`src/rtl/hc148_event_decoder.sv`:
```
// Receive side of an HC148 priority encoder: synchronise and debounce {Code,GS,EO},
// rebuild the active-low line vector and queue index changes in an event FIFO.
module hc148_event_decoder #(
   parameter int unsigned STABLE_CYCLES = 4,
   parameter int unsigned FIFO_DEPTH    = 4
) (
   input  logic                        clk,
   input  logic                        rst,
   input  logic [2:0]                  Code,
   input  logic                        GS,
   input  logic                        EO,
   input  logic                        Clear,
   output logic [7:0]                  DataOut,
   output logic                        Active,
   output logic                        Fault,
   output logic                        EvtValid,
   input  logic                        EvtReady,
   output logic [2:0]                  EvtCode,
   output logic [$clog2(FIFO_DEPTH):0] EvtCount,
   output logic                        Overflow
);

   localparam int unsigned AW = $clog2(FIFO_DEPTH);
   localparam logic [AW:0] FULL_COUNT = (AW + 1)'(FIFO_DEPTH);
   localparam logic [7:0]  CNT_MAX = 8'(STABLE_CYCLES - 1);
   localparam logic [4:0]  DISABLED_VEC = 5'b11111;

   typedef enum logic [1:0] {
      ST_IDLE,
      ST_ACTIVE,
      ST_FAULT
   } state_t;

   logic [4:0]    sync1, samp, filt;
   logic [7:0]    stable_cnt;
   state_t        state;
   logic [2:0]    last_idx;
   logic [2:0]    idx;
   logic          f_active, f_illegal, push;
   logic [2:0]    mem [FIFO_DEPTH];
   logic [AW-1:0] wr_ptr, rd_ptr;
   logic          full, pop, wr_en;

   // The incoming sample (sync1) is compared with the current one so that
   // F is updated exactly 2 + STABLE_CYCLES cycles after an input change.
   always_ff @(posedge clk) begin
      if (rst) begin
         sync1      <= DISABLED_VEC;
         samp       <= DISABLED_VEC;
         filt       <= DISABLED_VEC;
         stable_cnt <= '0;
      end else begin
         sync1 <= {Code, GS, EO};
         samp  <= sync1;
         if (sync1 != samp) begin
            stable_cnt <= '0;
         end else if (stable_cnt != CNT_MAX) begin
            stable_cnt <= stable_cnt + 8'd1;
         end else begin
            filt <= samp;
         end
      end
   end

   always_comb begin
      idx       = ~filt[4:2];
      f_active  = !filt[1] && filt[0];
      f_illegal = !filt[1] && !filt[0];
      push      = f_active && ((state != ST_ACTIVE) || (idx != last_idx));
   end

   always_ff @(posedge clk) begin
      if (rst) begin
         state    <= ST_IDLE;
         last_idx <= '0;
         DataOut  <= '1;
         Active   <= 1'b0;
         Fault    <= 1'b0;
      end else begin
         DataOut <= f_active ? ~(8'b1 << idx) : 8'hFF;
         Active  <= f_active;
         Fault   <= f_illegal;
         if (f_illegal) begin
            state <= ST_FAULT;
         end else if (f_active) begin
            state    <= ST_ACTIVE;
            last_idx <= idx;
         end else begin
            state <= ST_IDLE;
         end
      end
   end

   assign full     = (EvtCount == FULL_COUNT);
   assign EvtValid = (EvtCount != '0);
   assign pop      = EvtValid && EvtReady;
   assign wr_en    = push && (!full || pop);
   assign EvtCode  = EvtValid ? mem[rd_ptr] : 3'd0;

   always_ff @(posedge clk) begin
      if (!rst && !Clear && wr_en) begin
         mem[wr_ptr] <= idx;
      end
   end

   always_ff @(posedge clk) begin
      if (rst || Clear) begin
         wr_ptr   <= '0;
         rd_ptr   <= '0;
         EvtCount <= '0;
         Overflow <= 1'b0;
      end else begin
         if (wr_en) begin
            wr_ptr <= wr_ptr + AW'(1);
         end
         if (pop) begin
            rd_ptr <= rd_ptr + AW'(1);
         end
         if (push && full && !pop) begin
            Overflow <= 1'b1;
         end
         case ({wr_en, pop})
            2'b10:   EvtCount <= EvtCount + (AW + 1)'(1);
            2'b01:   EvtCount <= EvtCount - (AW + 1)'(1);
            default: EvtCount <= EvtCount;
         endcase
      end
   end

endmodule
```
`config.mk`:
```
export PLATFORM = sky130hd
export DESIGN_NAME = hc148_event_decoder
export DESIGN_NICKNAME = d
export VERILOG_FILES = /design/src/rtl/hc148_event_decoder.sv
export SDC_FILE = /design/constraint.sdc
export NUM_CORES = 1
export LEC_CHECK = 0
export ABC_AREA = 1
export CORE_MARGIN = 2
export CORE_UTILIZATION = 55
export CTS_CLUSTER_DIAMETER = 50
export DETAILED_ROUTE_END_ITERATION = 7
export DONT_BUFFER_PORTS = 1
export GPL_TIMING_DRIVEN = 0
export PLACE_DENSITY = 0.71
export REMOVE_ABC_BUFFERS = 1
export SLEW_MARGIN = 20
export SYNTH_ARGS = -nofsm -noshare
export SYNTH_HDL_FRONTEND = slang
export SYNTH_SLANG_ARGS = --single-unit
```
`constraint.sdc`:
```
create_clock -name clk -period 4.9 [get_ports clk]
set_clock_uncertainty 0.1 [all_clocks]
set_input_delay 0.98 -clock clk [delete_from_list [all_inputs] [get_ports clk]]
set_output_delay 0.98 -clock clk [all_outputs]
set_load 0.02 [all_outputs]
```
Yosys cells after proc, flatten, opt, wreduce, memory -nomap -nowiden
Memories as Yosys holds them, arrays and structs flattened. A register that Yosys moved wholly into a read port is not among the register bits.
Index checks and enable logic that the tools add are counted.

storage, ports and cells
  bits in registers = 46
  memory bits (writable) = 12
  input bits = 9
  output and inout bits = 18
  word-level logic and storage cells = 67
  memories = 1

cells by class
  add/subtract/negate cells = 5
  eq/ne operators = 7
  shift-type cells = 1
  muxes and demuxes = 8
  bitwise operators = 6
  reduce and logical (&&, ||, !) cells = 25

memories
  memory  depth  bits a word  rd ports  clocked after Yosys merged registers in  wr ports  line  text
  mem     4      3            1         1                                        1         40    logic [2:0] mem [FIFO_DEPTH];

operator list
  cell                                                                   number
  1-bit logical AND                                                      9
  8-bit by 1-bit adder with 8-bit output, second input constant          1
  8-bit by 2-bit != test with 1-bit output, second input constant        1
  8-bit NOT                                                              1
  1-bit by 3-bit left shift with 8-bit output, first input constant      1
  1-bit logical NOT                                                      6
  2-bit 2-to-1 mux                                                       3
  3-bit one-hot mux with 2 select lines                                  1
  2-bit OR reduction                                                     3
  5-bit != test                                                          1
  2-bit by 1-bit adder with 2-bit output, second input constant          2
  1-bit NOT                                                              4
  2-bit AND reduction                                                    2
  3-bit by 1-bit adder with 3-bit output, second input constant          1
  3-bit equality test, second input constant                             1
  1-bit logical OR                                                       3
  1-bit 2-to-1 mux                                                       3
  3-bit 2-to-1 mux                                                       1
  3-bit != test                                                          1
  3-bit NOT                                                              1
  3-bit nonzero test                                                     1
  3-bit by 1-bit subtractor with 3-bit output, second input constant     1
  2-bit by 1-bit equality test with 1-bit output, second input constant  1
  2-bit equality test, second input constant                             1
  other kinds (2)                                                        2

Depth between registers and ports, before layout
  depth after elaboration = 8
  mapped depth = 14

Worst setup path before layout
Ideal clock, no wire load.

  path type = reg-to-output
  from = register EvtCount[0]
  to = output EvtCode[0]
  arrival = 1252 ps
  required time = 3820 ps
  slack = 2568 ps
  cell stages (with the launch flop) = 5
  path through = dfxtp_1 > nor2_1 > nand2_1 > inv_1 > a21oi_1

between the ends
  longest elaborated chain between the ends = 2

ends and longest elaborated chain
  what                      line  text
  start: declaration        19    output logic [$clog2(FIFO_DEPTH):0] EvtCount,
  start signal: assignment  123   2'b10: EvtCount <= EvtCount + (AW + 1)'(1);
  start signal: assignment  124   2'b01: EvtCount <= EvtCount - (AW + 1)'(1);
  start signal: assignment  125   default: EvtCount <= EvtCount;
  3-bit nonzero test        95    assign EvtValid = (EvtCount != '0);
  net EvtValid              16    output logic EvtValid,
  3-bit 2-to-1 mux          98    assign EvtCode = EvtValid ? mem[rd_ptr] : 3'd0;
  end: declaration          18    output logic [2:0] EvtCode,

The timed path passes the listed nets, and every way through them passes these cells.

Worst setup path in the final report
Ends and elaborated chain as after synthesis.

==> impl_metrics.sql <==
INSERT INTO impl_metrics (metric_group, metric, value, unit) VALUES
('synthesis', 'mapped_cells', '264', ''),
('cts', 'cts-htree-levels', '3', ''),
('timing', 'report.final.slew_viol_count', '0', ''),
('drt', 'first_pass_iters', '4', ''),
('timing', 'final_worst_path_period_share', '0.584', ''),
('synthesis', 'post_synth_instance_area', '0.00233', 'mm2'),
('synthesis', 'synth_top_area_share', '0.404', ''),
('layout', 'num_antenna_cells', '0', ''),
('power_and_ir_drop', 'worst_ir_drop_vdd', '0.265', 'mV'),
('floorplan', 'ios', '27', ''),
('synthesis', 'yosys_warnings', '0', ''),
('floorplan', 'rows', '23', ''),
('drt', 'route.antenna.remaining_nets', '0', ''),
('drt', 'drt-initial-drc-count', '139', ''),
('grt', 'grt_antenna_before_repair', '0', ''),
('drt', 'avgViaCountPerCell', '4.91', ''),
('power_and_ir_drop', 'powerDensity', '368', 'mW/mm2'),
('drt', 'route.vias.total', '1614', ''),
('timing', 'maxSlewHeadroom', '0.627', ''),
('setup_path', 'worst_setup_path_start_kind', 'flip-flop', ''),
('synthesis', 'synth_largest_area_cell', 'sky130_fd_sc_hd__dfxtp_1', ''),
('timing', 'final_period_minus_worst_setup_slack', '2860', 'ps'),
('cts', 'cts_sinks', '59', ''),
('synthesis', 'synth-seq-cells', '59', ''),
('cts', 'worstSkewPairLatency', '330', 'ps'),
('cts', 'clkTransAtPathRegs', '60', 'ps'),
('synthesis', 'synth_common_cells', '47 x sky130_fd_sc_hd__dfxtp_1, 47 x sky130_fd_sc_hd__nand2_1, 43 x sky130_fd_sc_hd__nor2_1', ''),
('floorplan', 'die_width', '69.1', 'um'),
('floorplan', 'dieArea', '0.00477', 'mm2'),
('setup_path', 'arrival_time_reported_for_the_critical_path_endpoint', '1780', 'ps'),
('drt', 'finalWirelength', '3.70', 'mm'),
('outcome', 'status', 'complete, no violations', ''),
('synthesis', 'count_of_unique_library_cells_instantiated_by_yosys', '30', ''),
('grt', 'global_route.usage.total', '0.176', ''),
('placed_design', 'placed_cell_area', '0.00239', 'mm2'),
('layout', 'fillers', '352', ''),
('hold_path', 'min-delay-path-class', 'reg -> reg', ''),
('grt', 'grt_start_max_net_pins', '17', ''),
('cts', 'cts_root_buf', 'sky130_fd_sc_hd__clkbuf_8', ''),
('timing', 'setup_tns', '0', 'ps'),
('timing', 'timing.fmax', '350', 'MHz'),
('grt', 'grt_first_pass_wirelength', '6.45', 'mm'),
('cts', 'post_cts_hold_buffer_count', '0', ''),
('floorplan', 'core_area', '0.00403', 'mm2'),
('setup_path', 'worstSetupPathType', 'reg -> out', ''),
('placed_design', 'gp_routability_congestion', '0.770', ''),
('placed_design', 'io_buffer_count', '0', ''),
('power_and_ir_drop', 'p_leak', '1.04', 'nW'),
('drt', 'routed_wire_length_per_instance', '11.3', 'um'),
('layout', 'ratio_of_cells_with_drive_above_1_in_the_final_layout', '0.122', ''),
('synthesis', 'synthesis.area_per_instance', '8.82', 'um2'),
('setup_path', 'timing.critical_path.to_type', 'output port', ''),
('cts', 'postCtsResizedCells', '0', ''),
('drt', 'drc', '0', ''),
('timing', 'tightestPinTransition', '557', 'ps'),
('synthesis', 'most_area_consuming_cells_after_synthesis', 'sky130_fd_sc_hd__dfxtp_1 40%, sky130_fd_sc_hd__edfxtp_1 15%, sky130_fd_sc_hd__nand2_1 7.6%, sky130_fd_sc_hd__nor2_1 6.9%, sky130_fd_sc_hd__inv_1 5.2%', ''),
('synthesis', 'edff_count_synth', '12', ''),
('setup_path', 'cp_data_required_time', '3820', 'ps'),
('cts', 'cts-buffers-inserted', '9', ''),
('setup_path', 'critical_path.max_fanout', '5', ''),
('synthesis', 'seq_area_frac_synth', '0.559', ''),
('run', 'max-cap-violations', '0', ''),
('layout', 'final_design_area_no_fill', '0.00258', 'mm2'),
('floorplan', 'die_height', '69.1', 'um'),
('grt', 'first_global_vias', '1470', ''),
('grt', 'grt_overflow', '0', ''),
('timing', 'finalSetupViolations', '0', ''),
('placed_design', 'detailed_place_hpwl', '2.63', 'mm'),
('floorplan', 'initial_standard_cell_utilization_of_the_core', '0.578', ''),
('cts', 'cts-root-to-sink-buffers', '2', ''),
('cts', 'cts_setup_buffers', '0', ''),
('layout', 'area_growth_syn_to_layout', '11.0', '%'),
('timing', 'finalHoldViolations', '0', ''),
('timing', 'unrepaired_setup_endpoints_after_global_routing', 'false', ''),
('cts', 'cts_tree', 'done', ''),
('layout', 'fin_nets', '289', ''),
('synthesis', 'yosys_most_used_dff', 'sky130_fd_sc_hd__dfxtp_1', ''),
('synthesis', 'ys_async_sr_fraction', '0', '');
-- flip-flops by register name (all words and copies together) (netlist names), 3 cells and up, named ones only --
| name | count |
|---|---|
| DataOut | 8 |
| EvtCount | 3 |
| filt | 5 |
| last_idx | 3 |
| mem | 12 |
| samp | 5 |
| stable_cnt | 8 |
| sync1 | 5 |
-- path summary, 6_finish.rpt --
check,startpoint,end,slack (ps),depth (start not counted)
min,filt[0]$_SDFFE_PP1P_,Fault$_SDFF_PP0_,340,1
min reg2reg,filt[0]$_SDFFE_PP1P_,Fault$_SDFF_PP0_,340,1
max reg2reg,EvtCount[0]$_SDFFE_PP0P_,EvtCount[2]$_SDFFE_PP0P_,2720,11
max,EvtCount[0]$_SDFFE_PP0P_,EvtCode[0],2040,4
-- cell usage in the layout (no fill, tap or decap) --
master / Yosys / layout
sky130_fd_sc_hd__a21oi_1: 14 / 14
sky130_fd_sc_hd__a31o_2: 1 / 1
sky130_fd_sc_hd__bufinv_16: 0 / 1
sky130_fd_sc_hd__clkbuf_1: 1 / 3
sky130_fd_sc_hd__clkbuf_8: 0 / 11
sky130_fd_sc_hd__clkinv_1: 1 / 1
sky130_fd_sc_hd__clkinv_2: 0 / 1
sky130_fd_sc_hd__dfxtp_1: 47 / 47
sky130_fd_sc_hd__edfxtp_1: 12 / 12
sky130_fd_sc_hd__fa_1: 1 / 1
sky130_fd_sc_hd__ha_1: 5 / 5
sky130_fd_sc_hd__inv_1: 32 / 32
sky130_fd_sc_hd__inv_2: 1 / 1
sky130_fd_sc_hd__nand2_1: 47 / 47
sky130_fd_sc_hd__nand2_2: 3 / 3
sky130_fd_sc_hd__nand2_4: 1 / 1
sky130_fd_sc_hd__nand3_1: 7 / 7
sky130_fd_sc_hd__nand4_1: 3 / 3
sky130_fd_sc_hd__nand4_2: 2 / 2
sky130_fd_sc_hd__nor2_1: 43 / 43
sky130_fd_sc_hd__nor2_2: 1 / 1
sky130_fd_sc_hd__nor2_4: 1 / 1
sky130_fd_sc_hd__nor3_1: 4 / 4
sky130_fd_sc_hd__nor3_2: 1 / 1
sky130_fd_sc_hd__nor4_1: 1 / 1
sky130_fd_sc_hd__o211ai_1: 5 / 5
sky130_fd_sc_hd__o21a_1: 1 / 1
sky130_fd_sc_hd__o21ai_0: 11 / 11
sky130_fd_sc_hd__o21ai_2: 1 / 1
sky130_fd_sc_hd__or2_0: 1 / 1
sky130_fd_sc_hd__or2_2: 9 / 9
sky130_fd_sc_hd__xnor2_1: 1 / 1
sky130_fd_sc_hd__xor2_1: 6 / 6
-- cell type report --
| cell class | count | area (um2) | area share |
|---|---|---|---|
| clock inverters | 2 | 35.0 | 0.0136 |
| well taps | 50 | 62.6 | 0.0242 |
| multi-input cells | 170 | 895 | 0.346 |
| flip-flops and latches | 59 | 1300 | 0.504 |
| clock buffers | 14 | 163 | 0.0630 |
| inverters | 34 | 128 | 0.0494 |
-- metrics by stage --
step	util	hold slack, ps	setup WS [ps]	power, mW	instances
CTS	0.641	345	2020	0.961	329
global placement	0.592	333	2420	0.526	313
global route	0.641	377	1920	0.989	329
detailed placement	0.592	335	2400	0.527	313
floorplan	-	315	2570	0.524	263
finish	0.641	343	2040	0.951	329
-- worst max-delay path, stage by stage, from the launching register on --
cell and delay, ps:
sky130_fd_sc_hd__dfxtp_1 550, sky130_fd_sc_hd__nor2_1 120, sky130_fd_sc_hd__nand2_1 250, sky130_fd_sc_hd__inv_1 130
sky130_fd_sc_hd__a21oi_1 390
-- power by group --
| part | internal [mW] | total (mW) | switching, mW |
|---|---|---|---|
| combinational | 0.00628 | 0.0155 | 0.00921 |
| clock | 0.262 | 0.435 | 0.173 |
| sequential | 0.498 | 0.501 | 0.00267 |
-- layer usage --
layer / up-vias / GRT usage / share of wire
li1: 866 / - / -
met1: 716 / 0.196 / 0.44
met2: 23 / 0.286 / 0.49
met3: 9 / 0.0687 / 0.042
met4: 0 / 0.0980 / 0.023
met5: - / 0 / 0
-- cell families (layout without fill, tap and decap cells) --
family,count (synthesis),after routing,share of synthesized area
compound gates,33,33,0.0806
xor+xnor,7,7,0.0263
fa+ha+maj,6,6,0.0355
buf+inv,35,50,0.0564
flops,59,59,0.559
simple gates,124,124,0.242
(Power assumes the default switching activity.)
